$ cat src/rtl/datainf_master_burst_gen_pkg.sv
// datainf_gen_pkg: shared FSM state type and LFSR helpers for the data_inf
// burst generator. The LFSR items are only referenced when the payload LFSR
// option (DATAINF_BURST_GEN_LFSR_EN) is compiled in.
package datainf_gen_pkg;

  typedef enum logic [1:0] {
    IDLE = 2'd0,
    SEND = 2'd1,
    DONE = 2'd2
  } gen_state_t;

  // Maximal-length Fibonacci tap masks (bit i set = register bit i feeds XOR).
  // 8 : x^8+x^6+x^5+x^4+1
  // 16: x^16+x^15+x^13+x^4+1
  // 32: x^32+x^22+x^2+x+1
  localparam logic [31:0] LFSR_TAPS_8  = 32'h0000_00B8;
  localparam logic [31:0] LFSR_TAPS_16 = 32'h0000_D008;
  localparam logic [31:0] LFSR_TAPS_32 = 32'h8020_0003;

  // One Fibonacci step: shift left, XOR of tapped bits enters at bit 0.
  // Unsupported widths fall back to the 8-bit polynomial.
  function automatic logic [31:0] next_lfsr(input logic [31:0] value, input int width);
    logic [31:0] taps;
    logic [31:0] mask;
    logic        fb;
    case (width)
      16:      taps = LFSR_TAPS_16;
      32:      taps = LFSR_TAPS_32;
      default: taps = LFSR_TAPS_8;
    endcase
    mask = (width >= 32) ? 32'hFFFF_FFFF : ((32'h1 << width) - 32'h1);
    fb   = ^(value & taps);
    return ((value << 1) | {31'd0, fb}) & mask;
  endfunction

endpackage

$ cat src/rtl/datainf_master_burst_gen_if.sv
// data_inf: valid/ready/data stream interface shared by masters and slavers.
interface data_inf #(
  parameter int DSIZE = 8
) ();
  logic             valid;
  logic             ready;
  logic [DSIZE-1:0] data;

  modport master (output valid, output data, input ready);
  modport slave  (input valid, input data, output ready);
endinterface

$ cat src/rtl/datainf_master_burst_gen_lfsr.sv
// datainf_lfsr: payload LFSR for the burst generator. Present only when
// DATAINF_BURST_GEN_LFSR_EN is defined; a zero seed is forced to 1 so the
// register can never lock up in the all-zero state.
`ifdef DATAINF_BURST_GEN_LFSR_EN
module datainf_lfsr
  import datainf_gen_pkg::*;
#(
  parameter int DSIZE = 8
) (
  input  logic             clock,
  input  logic             rst_n,
  input  logic             load,
  input  logic [DSIZE-1:0] seed,
  input  logic             step,
  output logic [DSIZE-1:0] value
);

  logic [DSIZE-1:0] r_value;
  logic [31:0]      w_next;

  assign w_next = next_lfsr(32'(r_value), DSIZE);
  assign value  = r_value;

  // Load the seed on burst start, advance once per accepted beat.
  always_ff @(posedge clock or negedge rst_n) begin
    if (!rst_n) begin
      r_value <= '0;
    end else if (load) begin
      r_value <= (seed == '0) ? DSIZE'(1) : seed;
    end else if (step) begin
      r_value <= w_next[DSIZE-1:0];
    end
  end

endmodule
`endif

$ cat src/rtl/datainf_master_burst_gen.sv
// datainf_master_burst_gen: drives a data_inf master port with a burst of
// 'length' beats per accepted start. Payload increments from 'seed', or
// follows an LFSR when DATAINF_BURST_GEN_LFSR_EN is defined.
//
// state | meaning
// IDLE  | waiting for start; while r_busy is still set this is the done-pulse
//       | cycle and start is not accepted
// SEND  | valid high, counting handshakes down to the last beat
// DONE  | burst finished (valid low); done pulses on the next cycle
module datainf_master_burst_gen
  import datainf_gen_pkg::*;
#(
  parameter int DSIZE = 8,
  parameter int LSIZE = 16
) (
  input  logic             clock,
  input  logic             rst_n,
  input  logic             start,
  input  logic [LSIZE-1:0] length,
  input  logic [DSIZE-1:0] seed,
  output logic             busy,
  output logic             done,
  output logic [LSIZE-1:0] beat_cnt,
  data_inf.master          master
);

  gen_state_t       r_state;
  logic [LSIZE-1:0] r_remaining;
  logic [LSIZE-1:0] r_beat_cnt;
  logic             r_valid;
  logic             r_busy;
  logic             r_done;
  logic             w_hs;
  logic             w_accept;
  logic [DSIZE-1:0] w_data;

  assign w_hs     = r_valid & master.ready;
  assign w_accept = (r_state == IDLE) & start & ~r_busy;

  assign master.valid = r_valid;
  assign master.data  = w_data;
  assign busy         = r_busy;
  assign done         = r_done;
  assign beat_cnt     = r_beat_cnt;

  // Burst sequencing FSM with registered valid/busy/done/beat count.
  always_ff @(posedge clock or negedge rst_n) begin
    if (!rst_n) begin
      r_state     <= IDLE;
      r_remaining <= '0;
      r_beat_cnt  <= '0;
      r_valid     <= 1'b0;
      r_busy      <= 1'b0;
      r_done      <= 1'b0;
    end else begin
      r_done <= 1'b0;
      case (r_state)
        IDLE: begin
          r_busy <= 1'b0;
          if (w_accept) begin
            r_busy      <= 1'b1;
            r_beat_cnt  <= '0;
            r_remaining <= length;
            if (length != '0) begin
              r_valid <= 1'b1;
              r_state <= SEND;
            end else begin
              r_state <= DONE;
            end
          end
        end
        SEND: begin
          if (w_hs) begin
            r_beat_cnt  <= r_beat_cnt + LSIZE'(1);
            r_remaining <= r_remaining - LSIZE'(1);
            if (r_remaining == LSIZE'(1)) begin
              r_valid <= 1'b0;
              r_state <= DONE;
            end
          end
        end
        DONE: begin
          r_done  <= 1'b1;
          r_state <= IDLE;
        end
        default: begin
          r_valid <= 1'b0;
          r_state <= IDLE;
        end
      endcase
    end
  end

`ifdef DATAINF_BURST_GEN_LFSR_EN
  datainf_lfsr #(
    .DSIZE(DSIZE)
  ) u_lfsr (
    .clock (clock),
    .rst_n (rst_n),
    .load  (w_accept),
    .seed  (seed),
    .step  (w_hs),
    .value (w_data)
  );
`else
  logic [DSIZE-1:0] r_data;

  assign w_data = r_data;

  // Incrementing payload: seed on accepted start, +1 per handshake (wraps).
  always_ff @(posedge clock or negedge rst_n) begin
    if (!rst_n) begin
      r_data <= '0;
    end else if (w_accept) begin
      r_data <= seed;
    end else if (w_hs) begin
      r_data <= r_data + DSIZE'(1);
    end
  end
`endif

endmodule

$ cat src/flat_wrapper.sv
// flat-port wrapper written by rule: the top's interface ports become plain ports
module datainf_master_burst_gen_flat import datainf_gen_pkg::*;
#(
  parameter int DSIZE = 8,
  parameter int LSIZE = 16
)
  (clock, rst_n, start, length, seed, busy, done, beat_cnt, master_valid, master_data, master_ready);
  data_inf #(.DSIZE(DSIZE)) master_i ();
  input  logic clock;
  input  logic rst_n;
  input  logic start;
  input  logic [LSIZE-1:0] length;
  input  logic [DSIZE-1:0] seed;
  output logic busy;
  output logic done;
  output logic [LSIZE-1:0] beat_cnt;
  output wire logic [$bits(master_i.valid)-1:0] master_valid;
  output wire logic [$bits(master_i.data)-1:0] master_data;
  input wire logic [$bits(master_i.ready)-1:0] master_ready;
  assign master_valid = master_i.valid;
  assign master_data = master_i.data;
  assign master_i.ready = master_ready;
  datainf_master_burst_gen #(.DSIZE(DSIZE), .LSIZE(LSIZE)) u_core (.clock(clock), .rst_n(rst_n), .start(start), .length(length), .seed(seed), .busy(busy), .done(done), .beat_cnt(beat_cnt), .master(master_i));
endmodule
$ cat config.mk
export PLATFORM = sky130hd
export DESIGN_NAME = datainf_master_burst_gen_flat
export DESIGN_NICKNAME = d
export VERILOG_FILES = /design/src/rtl/datainf_master_burst_gen_pkg.sv /design/src/rtl/datainf_master_burst_gen_if.sv /design/src/rtl/datainf_master_burst_gen_lfsr.sv /design/src/rtl/datainf_master_burst_gen.sv /design/src/flat_wrapper.sv
export SDC_FILE = /design/constraint.sdc
export NUM_CORES = 1
export LEC_CHECK = 0
export BUFFER_PORTS_ARGS = -buffer_cell sky130_fd_sc_hd__clkbuf_2
export CAP_MARGIN = 15
export CORE_MARGIN = 5
export CORE_UTILIZATION = 56
export CTS_BUF_LIST = sky130_fd_sc_hd__clkbuf_4 sky130_fd_sc_hd__clkbuf_8
export DETAILED_ROUTE_END_ITERATION = 10
export PLACE_DENSITY_LB_ADDON = 0.12
export RECOVER_POWER = 50
export SLEW_MARGIN = 25
export SYNTH_ARGS = -nofsm -noshare
export SYNTH_HDL_FRONTEND = slang
export SYNTH_SLANG_ARGS = --single-unit
$ cat constraint.sdc
create_clock -name clock -period 2.45 [get_ports clock]
set_input_delay 0 -clock clock [delete_from_list [all_inputs] [get_ports clock]]
set_output_delay 0 -clock clock [all_outputs]
set_load 0.05 [all_outputs]
==> flow_metrics.env, run 1 <==
export IMPL_syn_inst=289
export IMPL_rsz0062_at_grt="false"
export IMPL_cts_buffers=5
export IMPL_syn_nets=321
export IMPL_antenna_found_initial=0
export IMPL_ant_nets=0
export IMPL_wl_mm=6.298
export IMPL_drtIter0Drc=190
export IMPL_power_leakage_nw=1.289
export IMPL_drive_above_1_share_pct=16.85
export IMPL_dp_hpwl_mm=4.440
export IMPL_cp_endpoint="u_core.r_remaining[8]$_DFFE_PN0P_"
export IMPL_cts_resized=0
export IMPL_post_route_period_util_pct=82.81
export IMPL_cts_setup_buffers=0
export IMPL_nNetsFinal=387
export IMPL_die_h_um=77.45
export IMPL_ff2ff_setup_slack_ps=420
export IMPL_synth_distinct_cells=46
export IMPL_finalSetupViolCount=0
export IMPL_max_freq_mhz=492.9
export IMPL_cts_root_buf="clkbuf_8"
export IMPL_drc=0
export IMPL_ys_ff_latch=45
export IMPL_drt_wirelength_per_cell_um=15.40
export IMPL_grt_ovfl_total=0
export IMPL_areaGrowthSynthToFinish_pct=21.07
export IMPL_finClkSkew_ps=11.38
export IMPL_r2r_cells=5
export IMPL_routabilityCongestion=0.8376
export IMPL_port_buffers=54
export IMPL_path_max_fanout=12
export IMPL_status="finished clean"
export IMPL_final_common_cell="dfrtp_1"
export IMPL_irDropWorstVdd_uv=603.0
export IMPL_async_reset_ff_share_pct=100.0
export IMPL_seq_area_frac_synth_pct=44.20
export IMPL_tightest_slew_ps=1130
export IMPL_cellPowerDensity_mw_per_mm2=763.6
export IMPL_worstReg2RegEnd="u_core.r_remaining[8]$_DFFE_PN0P_"
export IMPL_grt_pass1_wl_mm=10.84
export IMPL_maxCapViolations=0
export IMPL_vias_per_cell=5.988
export IMPL_worstSetupPathType="reg2reg"
export IMPL_cts_tree="yes"
export IMPL_dr_pass1_iters=5
export IMPL_start_kind="flip-flop"
export IMPL_cts_sinks=45
export IMPL_initial_utilization_pct=58.11
export IMPL_path_clk_slew_ps=90
export IMPL_num_rows=24
export IMPL_vias=2449
export IMPL_yosys_warnings=0
export IMPL_cp_arrival_ps=2230
export IMPL_die_x_um=77.45
export IMPL_grt_pass1_vias=2307
export IMPL_final_hold_viol_count=0
export IMPL_startpoint="u_core.r_state[1]$_DFFE_PN0P_"
export IMPL_min_period_ps=2029
export IMPL_cp_required_ps=2650
export IMPL_relSlewSlack_pct=24.65
export IMPL_path_cells="and4b_1 > nor2_1 > buf_4 > o21ai_0 > o21ai_0"
export IMPL_cts_htree_levels=2
export IMPL_grt_max_degree=46
export IMPL_nFillCells=360
export IMPL_drv_slew=0
export IMPL_min_delay_path_class="in2reg"
export IMPL_final_cell_mix="dfrtp_1, clkbuf_2, nand2_1"
export IMPL_crit_top_cell="o21ai_0"
export IMPL_cts_buffer_depth=2
export IMPL_io_pins=55
export IMPL_clock_latency_ps=300
export IMPL_syn_area_sq_mm=0.002547
export IMPL_synth_edf_count=0
export IMPL_critPathSlowestCell="nor2_1"
export IMPL_max_stage_delay_ps=610
export IMPL_crit_path_end_kind="flip-flop"
export IMPL_post_route_util_pct=70.35
export IMPL_synth_area_per_cell_sq_um=8.815
export IMPL_coreArea_sq_mm=0.004384
export IMPL_track_usage_pct=21.65
export IMPL_die_area_sq_mm=0.005998
export IMPL_r2r_start="u_core.r_state[1]$_DFFE_PN0P_"
export IMPL_synth_flop_cell="dfrtp_1"
export IMPL_setup_tns_ps=0
[logic make-up (layout without fill, tap and decap cells)]
logic type               after synthesis  count (layout)  synth area share, %
AO/OA/AOI/OAI                         84              84                20.68
other                                  0               1                    0
adder cells (fa/ha/maj)                4               4                1.965
buffers and inverters                 19              86                3.291
XOR/XNOR                              11              11                3.782
AND/OR/NAND/NOR                      125             125                25.69
multiplexers                           1               1               0.3929
flip-flops                            45              45                44.20
[report_power, final]
part	total (W)	internal, W	switching [W]
Combinational	0.000809	0.000246	0.000563
Clock	0.000489	0.000229	0.000260
Sequential	0.00106	0.000878	0.000180
[per-stage QoR]
step | power [W] | hold slack, ps | std cells | setup WS, ps | instance area (sq um)
final | 0.002355 | 23.11 | 409 | 421.2 | 3084
after global routing | 0.002498 | 54.19 | 408 | 244.6 | 3082
after CTS | 0.002374 | 28.57 | 408 | 433.4 | 3103
after detailed placement | 0.001873 | 122.8 | 388 | 462.6 | 2887
after global placement | 0.001860 | 121.8 | 388 | 521.2 | 2887
after floorplan | 0.001634 | -295.6 | 289 | 502.2 | 2547
[Yosys cell counts, drive strengths merged, types with 3 or more instances]
| library cell | count | area, sq um |
|---|---|---|
| dfrtp | 45 | 1126 |
| nand2 | 39 | 146.4 |
| o21ai | 31 | 155.2 |
| nor2 | 21 | 78.83 |
| a21oi | 17 | 85.08 |
| clkbuf | 11 | 41.29 |
| nand3 | 10 | 50.05 |
| o211ai | 10 | 75.07 |
| nand4 | 8 | 50.05 |
| or3 | 8 | 50.05 |
| nor3 | 7 | 35.03 |
| nor4 | 7 | 43.79 |
| xor2 | 6 | 52.55 |
| and3 | 5 | 31.28 |
| buf | 5 | 31.28 |
| o22ai | 5 | 31.28 |
| xnor2 | 5 | 43.79 |
| a2bb2oi | 4 | 35.03 |
| ha | 4 | 50.05 |
| o31a | 4 | 35.03 |
| inv | 3 | 11.26 |
| nand4b | 3 | 26.28 |
| nor2b | 3 | 18.77 |
| or4 | 3 | 22.52 |
[routing by layer]
layer  wire length [um]  vias up  GRT usage [%]
met1               2945     1132          30.75
met2               2887       95          33.50
met3                388        8          4.282
li1                   -     1214              -
met5                  0        -              0
met4                 76        0          6.701
[critical path: cells and delay by family (launching register included)]
kind            cells  cell delay [ps]
simple gates        2              940
buf+inv             1              280
flops               1              500
compound gates      2              200
[how the worst min path moves through the flow]
stage                   start                                end  slack [ps]  cells after the start
floorplan               rst_n     u_core.beat_cnt[0]$_DFFE_PN0P_        -300                      0
global placement        rst_n    u_core.beat_cnt[11]$_DFFE_PN0P_         120                      2
detailed placement      rst_n     u_core.beat_cnt[8]$_DFFE_PN0P_         120                      2
CTS                 length[2]  u_core.r_remaining[2]$_DFFE_PN0P_          30                      3
global route        length[2]  u_core.r_remaining[2]$_DFFE_PN0P_          50                      3
finish              length[2]  u_core.r_remaining[2]$_DFFE_PN0P_          20                      3
[state kept, by name, summed over array words and instances, names as in the netlist]
| signal | flops |
|---|---|
| u_core.beat_cnt | 16 |
| u_core.r_remaining | 16 |
| u_core.master.data | 8 |
| u_core.r_state | 2 |
| u_core.busy | 1 |
| u_core.done | 1 |
| u_core.master.valid | 1 |
[cell type report]
class                           instances  area [sq um]  share of cell area [%]
Timing Repair Buffer                   75         436.7                   14.16
Clock buffer                            6         82.58                   2.677
Tap cell                               52         65.06                   2.110
Clock inverter                          2         13.76                  0.4462
Sequential cell                        45          1126                   36.51
Multi-Input combinational cell        225          1346                   43.65
Antenna cell                            1         2.502                 0.08114
Inverter                                3         11.26                  0.3651
[repair_timing]
| item | in CTS | in global routing |
|---|---|---|
| hold buffers | 12 | 0 |
| setup endpoints to repair | 0 | 0 |
| endpoints found under the hold margin | 56 | 0 |
Power figures use the tool's default switching activity.
==> run 2: changes to the inputs <==
clock period = 1.9 ns   (was 2.45 ns; I/O delays follow)
==> flow_metrics.env, run 2 (synthesized netlist as in run 1, its figures left out) <==
export IMPL_drtIter0Drc=190
export IMPL_drc=0
export IMPL_clock_latency_ps=300
export IMPL_num_rows=24
export IMPL_initial_utilization_pct=58.11
export IMPL_coreArea_sq_mm=0.004384
export IMPL_cts_htree_levels=2
export IMPL_cellPowerDensity_mw_per_mm2=991.7
export IMPL_irDropWorstVdd_uv=686.0
export IMPL_dp_cells=405
export IMPL_vias_per_cell=6.059
export IMPL_dr_pass1_iters=4
export IMPL_io_pins=55
export IMPL_stdcell_area_sq_mm=0.003299
export IMPL_max_stage_delay_ps=580
export IMPL_antenna_found_initial=0
export IMPL_dpl_cell_area_sq_mm=0.003017
export IMPL_nFillCells=334
export IMPL_cp_required_ps=2130
export IMPL_status="finished clean"
export IMPL_routabilityCongestion=0.9148
export IMPL_final_hold_viol_count=0
export IMPL_min_delay_path_class="in2reg"
export IMPL_start_kind="flip-flop"
export IMPL_grt_ovfl_total=0
export IMPL_path_max_fanout=10
export IMPL_cp_arrival_ps=2030
export IMPL_finalSetupViolCount=0
export IMPL_ant_nets=0
export IMPL_drv_slew=0
export IMPL_max_freq_mhz=555.3
export IMPL_crit_path_end_kind="flip-flop"
export IMPL_path_clk_slew_ps=90
export IMPL_min_period_ps=1801
export IMPL_cts_buffers=5
export IMPL_rsz0062_at_grt="true"
export IMPL_dp_hpwl_mm=5.036
export IMPL_path_cells="or4b_4 > a21o_4 > or3_1 > a21oi_1"
export IMPL_drive_above_1_share_pct=26.13
export IMPL_post_route_period_util_pct=94.78
export IMPL_finClkSkew_ps=6.709
export IMPL_cts_root_buf="clkbuf_8"
export IMPL_fin_cells=427
export IMPL_drt_wirelength_per_cell_um=15.85
export IMPL_port_buffers=54
export IMPL_cts_buffer_depth=2
export IMPL_die_area_sq_mm=0.005998
export IMPL_final_common_cell="clkbuf_2"
export IMPL_track_usage_pct=23.79
export IMPL_maxCapViolations=0
export IMPL_die_h_um=77.45
export IMPL_power_leakage_nw=1.435
export IMPL_grt_max_degree=21
export IMPL_die_x_um=77.45
export IMPL_cts_tree="yes"
export IMPL_relSlewSlack_pct=48.46
export IMPL_cts_sinks=45
export IMPL_grt_pass1_wl_mm=11.75
export IMPL_critPathSlowestCell="or4b_4"
export IMPL_final_cell_mix="clkbuf_2, dfrtp_1, nand2_1"
export IMPL_antenna_cells=0
export IMPL_worstSetupPathType="reg2reg"
export IMPL_areaGrowthSynthToFinish_pct=29.52
export IMPL_wl_mm=6.770
export IMPL_tightest_slew_ps=773.1
export IMPL_grt_pass1_vias=2500
export IMPL_nNetsFinal=406
export IMPL_vias=2587
export IMPL_finalPower_w=0.003272
[run 2: layout make-up]
class	instances	area, sq um	share of cell area (%)
inverter	3	11.26	0.3413
clock inverter	1	30.03	0.9101
tap	52	65.06	1.972
timing repair buffer	94	603.1	18.28
clock buffer	7	90.09	2.730
multi-input combinational	225	1371	41.56
sequential	45	1129	34.21
[run 2: final timing paths]
kind	start	to	slack [ps]	depth (start not counted)
max reg2reg	u_core.r_state[1]$_DFFE_PN0P_	u_core.beat_cnt[9]$_DFFE_PN0P_	100	4
min reg2reg	u_core.r_remaining[15]$_DFFE_PN0P_	u_core.r_remaining[15]$_DFFE_PN0P_	520	1
max in group asynchronous	rst_n	u_core.busy$_DFFE_PN0N_	870	3
max	u_core.r_state[1]$_DFFE_PN0P_	u_core.beat_cnt[9]$_DFFE_PN0P_	100	4
min in group asynchronous	rst_n	u_core.master.data[0]$_DFFE_PN0P_	280	2
min	length[2]	u_core.r_remaining[2]$_DFFE_PN0P_	9	3
[run 2: power breakdown]
group          internal [W]  total [W]  switching [W]
Clock              0.000443   0.000769       0.000326
Sequential          0.00113    0.00134       0.000208
Combinational      0.000375    0.00116       0.000787
Total               0.00195    0.00327        0.00132
[run 2: worst max-delay path, delay by kind of cell, from the launching register on]
family / cells / cell delay [ps]
compound gates: 2 / 400
flops: 1 / 400
simple gates: 2 / 930
[run 2: stage by stage]
stage	setup slack, ps	TNS, ps	hold WS, ps	utilization (%)
after floorplan	29.23	0	-295.6	-
after global placement	107.6	0	-72.48	68.81
after detailed placement	49.52	0	-64.87	68.81
after CTS	20.25	0	10.88	74.29
after global routing	-10.76	-10.76	5.794	75.26
final	99.17	0	8.602	75.26
[run 2: layer usage]
metal / global-route usage, % / share of wire [%] / wire length, um / vias to the layer above
met5: 0 / 0 / 0 / -
met4: 7.560 / 1.5 / 99 / 0
met3: 4.630 / 7.3 / 496 / 11
met2: 38.38 / 47 / 3188 / 105
met1: 32.34 / 44 / 2985 / 1222
li1: - / - / - / 1249
[run 2: what timing repair did]
| item | CTS | global route |
|---|---|---|
| gates resized for setup | 0 | 8 |
| setup buffers | 0 | 2 |
| hold buffers | 12 | 0 |
| endpoints found under the setup margin | 0 | 17 |
| endpoints found under the hold margin | 39 | 0 |
==> run 3: changes to the inputs <==
ABC_AREA = 1   (was default)
CORE_UTILIZATION = 57   (was 56)
==> flow_metrics.env, run 3 <==
export IMPL_synth_flop_cell="dfrtp_1"
export IMPL_maxCapViolations=0
export IMPL_startpoint="u_core.r_state[1]$_DFFE_PN0P_"
export IMPL_drive_above_1_share_pct=14.41
export IMPL_use_met1_pct=29.40
export IMPL_synth_top_area_share_pct=39.79
export IMPL_initial_utilization_pct=59.14
export IMPL_worstSetupPathType="reg2reg"
export IMPL_num_rows=25
export IMPL_drv_slew=0
export IMPL_ys_ff_latch=45
export IMPL_ff2ff_setup_slack_ps=250
export IMPL_relSlewSlack_pct=18.12
export IMPL_cp_required_ps=2140
export IMPL_finalSetupViolCount=0
export IMPL_dp_hpwl_mm=5.057
export IMPL_vias_per_cell=5.295
export IMPL_die_x_um=80.47
export IMPL_synth_distinct_cells=28
export IMPL_worstReg2RegEnd="u_core.r_remaining[10]$_DFFE_PN0P_"
export IMPL_seq_area_frac_synth_pct=39.79
export IMPL_areaGrowthSynthToFinish_pct=16.14
export IMPL_antenna_found_initial=0
export IMPL_min_to="u_core.r_remaining[8]$_DFFE_PN0P_"
export IMPL_final_hold_viol_count=0
export IMPL_finClkSkew_ps=3.392
export IMPL_cts_buffers=5
export IMPL_synthMostInstantiatedCell="nand2_1"
export IMPL_port_buffers=54
export IMPL_synth_edf_count=0
export IMPL_met3_usage_pct=3.475
export IMPL_yosys_area_top_type="dfrtp_1"
export IMPL_dr_pass1_iters=5
export IMPL_wl_mm=6.732
export IMPL_ant_nets=0
export IMPL_grtUsageMet2_pct=37.25
export IMPL_start_kind="flip-flop"
export IMPL_critPathSlowestCell="dfrtp_1"
export IMPL_min_from="length[8]"
export IMPL_tightest_slew_ps=1228
export IMPL_cts_htree_levels=2
export IMPL_holdPathStages=3
export IMPL_syn_inst=419
export IMPL_io_pins=55
export IMPL_power_leakage_nw=1.646
export IMPL_r2r_start="u_core.r_state[1]$_DFFE_PN0P_"
export IMPL_irDropWorstVdd_uv=1156
export IMPL_final_cell_mix="nand2_1, nor2_1, dfrtp_1"
export IMPL_antenna_cells=0
export IMPL_worst_slack_ps=254.1
export IMPL_setup_tns_ps=0
export IMPL_path_cells="nor2_2 > nand2_2 > nand2_4 > inv_2 > o21ai_0 > nand2_1 > inv_1"
export IMPL_cts_buffer_depth=2
export IMPL_cp_depth=7
export IMPL_crit_path_end_kind="flip-flop"
export IMPL_grt_pass1_wl_mm=11.48
export IMPL_cts_setup_buffers=0
export IMPL_post_route_period_util_pct=86.63
export IMPL_cts_sinks=45
export IMPL_dp_slack_ps=259.4
export IMPL_drt_wirelength_per_cell_um=12.33
export IMPL_yosys_warnings=0
export IMPL_min_period_ps=1646
export IMPL_path_clk_slew_ps=80
export IMPL_coreArea_sq_mm=0.004786
export IMPL_cellPowerDensity_mw_per_mm2=1502
export IMPL_worstPathBufferInverterCount=2
export IMPL_syn_area_sq_mm=0.002830
export IMPL_synth_area_per_cell_sq_um=6.755
export IMPL_die_area_sq_mm=0.006475
export IMPL_nNetsFinal=511
export IMPL_r2r_cells=7
export IMPL_cts_tree="yes"
export IMPL_status="finished clean"
export IMPL_clock_latency_ps=290
export IMPL_cp_arrival_ps=1880
export IMPL_track_usage_pct=21.97
export IMPL_grt_ovfl_total=0
export IMPL_path_max_fanout=21
export IMPL_cts_root_buf="clkbuf_8"
export IMPL_min_delay_path_class="in2reg"
export IMPL_ys_top_cells_by_area="dfrtp_1, nand2_1, nor2_1, inv_1, o21ai_0"
export IMPL_grt_pass1_vias=2677
export IMPL_syn_nets=451
export IMPL_cts_resized=0
export IMPL_max_freq_mhz=607.6
export IMPL_yosys_top_cells_count="nand2_1, nor2_1, dfrtp_1, inv_1, o21ai_0"
export IMPL_rsz0062_at_grt="false"
export IMPL_die_h_um=80.47
export IMPL_critical_path_top_delay_family="simple AND/OR/NAND/NOR gates"
export IMPL_drc=0
export IMPL_async_reset_ff_share_pct=100.0
export IMPL_drtIter0Drc=224
export IMPL_grt_max_degree=38
export IMPL_final_common_cell="nand2_1"
export IMPL_busiest_layer="met2"
export IMPL_max_stage_delay_ps=420
export IMPL_routabilityCongestion=0.8825
export IMPL_vias=2891
-- run 3: cell count changes in the layout (fill, tap and decap cells not counted), moves of 10 or more --
| cell | change |
|---|---|
| buf_4 | -25 |
| o21ai_1 | +15 |
| clkbuf_1 | +12 |
| nand2_1 | +75 |
| nand3_1 | +17 |
| inv_1 | +41 |
| clkbuf_2 | -10 |
| nor2_1 | +55 |
-- run 3: repair_timing --
item | 4_1_cts | 5_1_grt
endpoints found under the hold margin | 23 | 0
endpoints found under the setup margin | 0 | 0
hold buffers | 4 | 0
-- run 3: power by group --
part           internal, W  total [W]  switching (W)  leakage [nW]
Combinational     0.000767    0.00260        0.00184          1.02
Clock             0.000383   0.000704       0.000322        0.0540
Sequential         0.00129    0.00163       0.000342         0.571
Total              0.00244    0.00494        0.00250          1.65
-- run 3: how the worst max path moves through the flow --
| stage | end | slack (ps) |
|---|---|---|
| after floorplan | u_core.beat_cnt[0]$_DFFE_PN0P_ | 250 |
| after global placement | u_core.r_remaining[10]$_DFFE_PN0P_ | 310 |
| after detailed placement | u_core.r_remaining[10]$_DFFE_PN0P_ | 260 |
| after CTS | u_core.r_remaining[10]$_DFFE_PN0P_ | 240 |
| after global routing | u_core.r_remaining[14]$_DFFE_PN0P_ | 60 |
| final | u_core.r_remaining[10]$_DFFE_PN0P_ | 250 |
-- run 3: kinds of logic (layout without fill, tap and decap cells) --
kind of cell               after synthesis  in the layout  share of synthesized area [%]
buffers and inverters                   56            116                          8.576
and+or+nand+nor                        242            242                          36.16
DFF                                     45             45                          39.79
AOI/OAI and AO/OA                       71             71                          13.40
xor gates and xnor gates                 1              1                         0.3095
adders and majority gates                4              4                          1.768
-- run 3: worst min-delay path: cells and delay by family --
| kind | cells | cell delay, ps |
|---|---|---|
| buffers and inverters | 1 | 90 |
| AOI/OAI and AO/OA | 2 | 170 |
-- run 3: stage by stage --
step | area [sq um] | instances | total power [W] | hold WS [ps] | utilization [%]
after floorplan | 2830 | 419 | 0.003660 | -295.6 | -
after global placement | 3164 | 535 | 0.004155 | 9.924 | 66.12
after detailed placement | 3164 | 535 | 0.004232 | 20.78 | 66.12
after CTS | 3308 | 546 | 0.004953 | 4.421 | 69.12
after global routing | 3287 | 546 | 0.005371 | 28.48 | 68.68
final | 3287 | 546 | 0.004937 | 10.13 | 68.68
-- run 3: cell type report --
class                   count  area (sq um)
inverters                  46         172.7
clock buffers               5         68.82
flip-flops and latches     45          1126
fillers                   442          1499
clock inverters             2         35.03
multi-input cells         318          1461
well taps                  67         83.83
repair buffers             63         339.1
-- run 3: per-layer routing --
layer | part of all wire (%) | vias up
met5 | 0 | -
met3 | 5.3 | 7
met4 | 0.91 | 0
li1 | - | 1469
met1 | 46 | 1326
met2 | 48 | 89
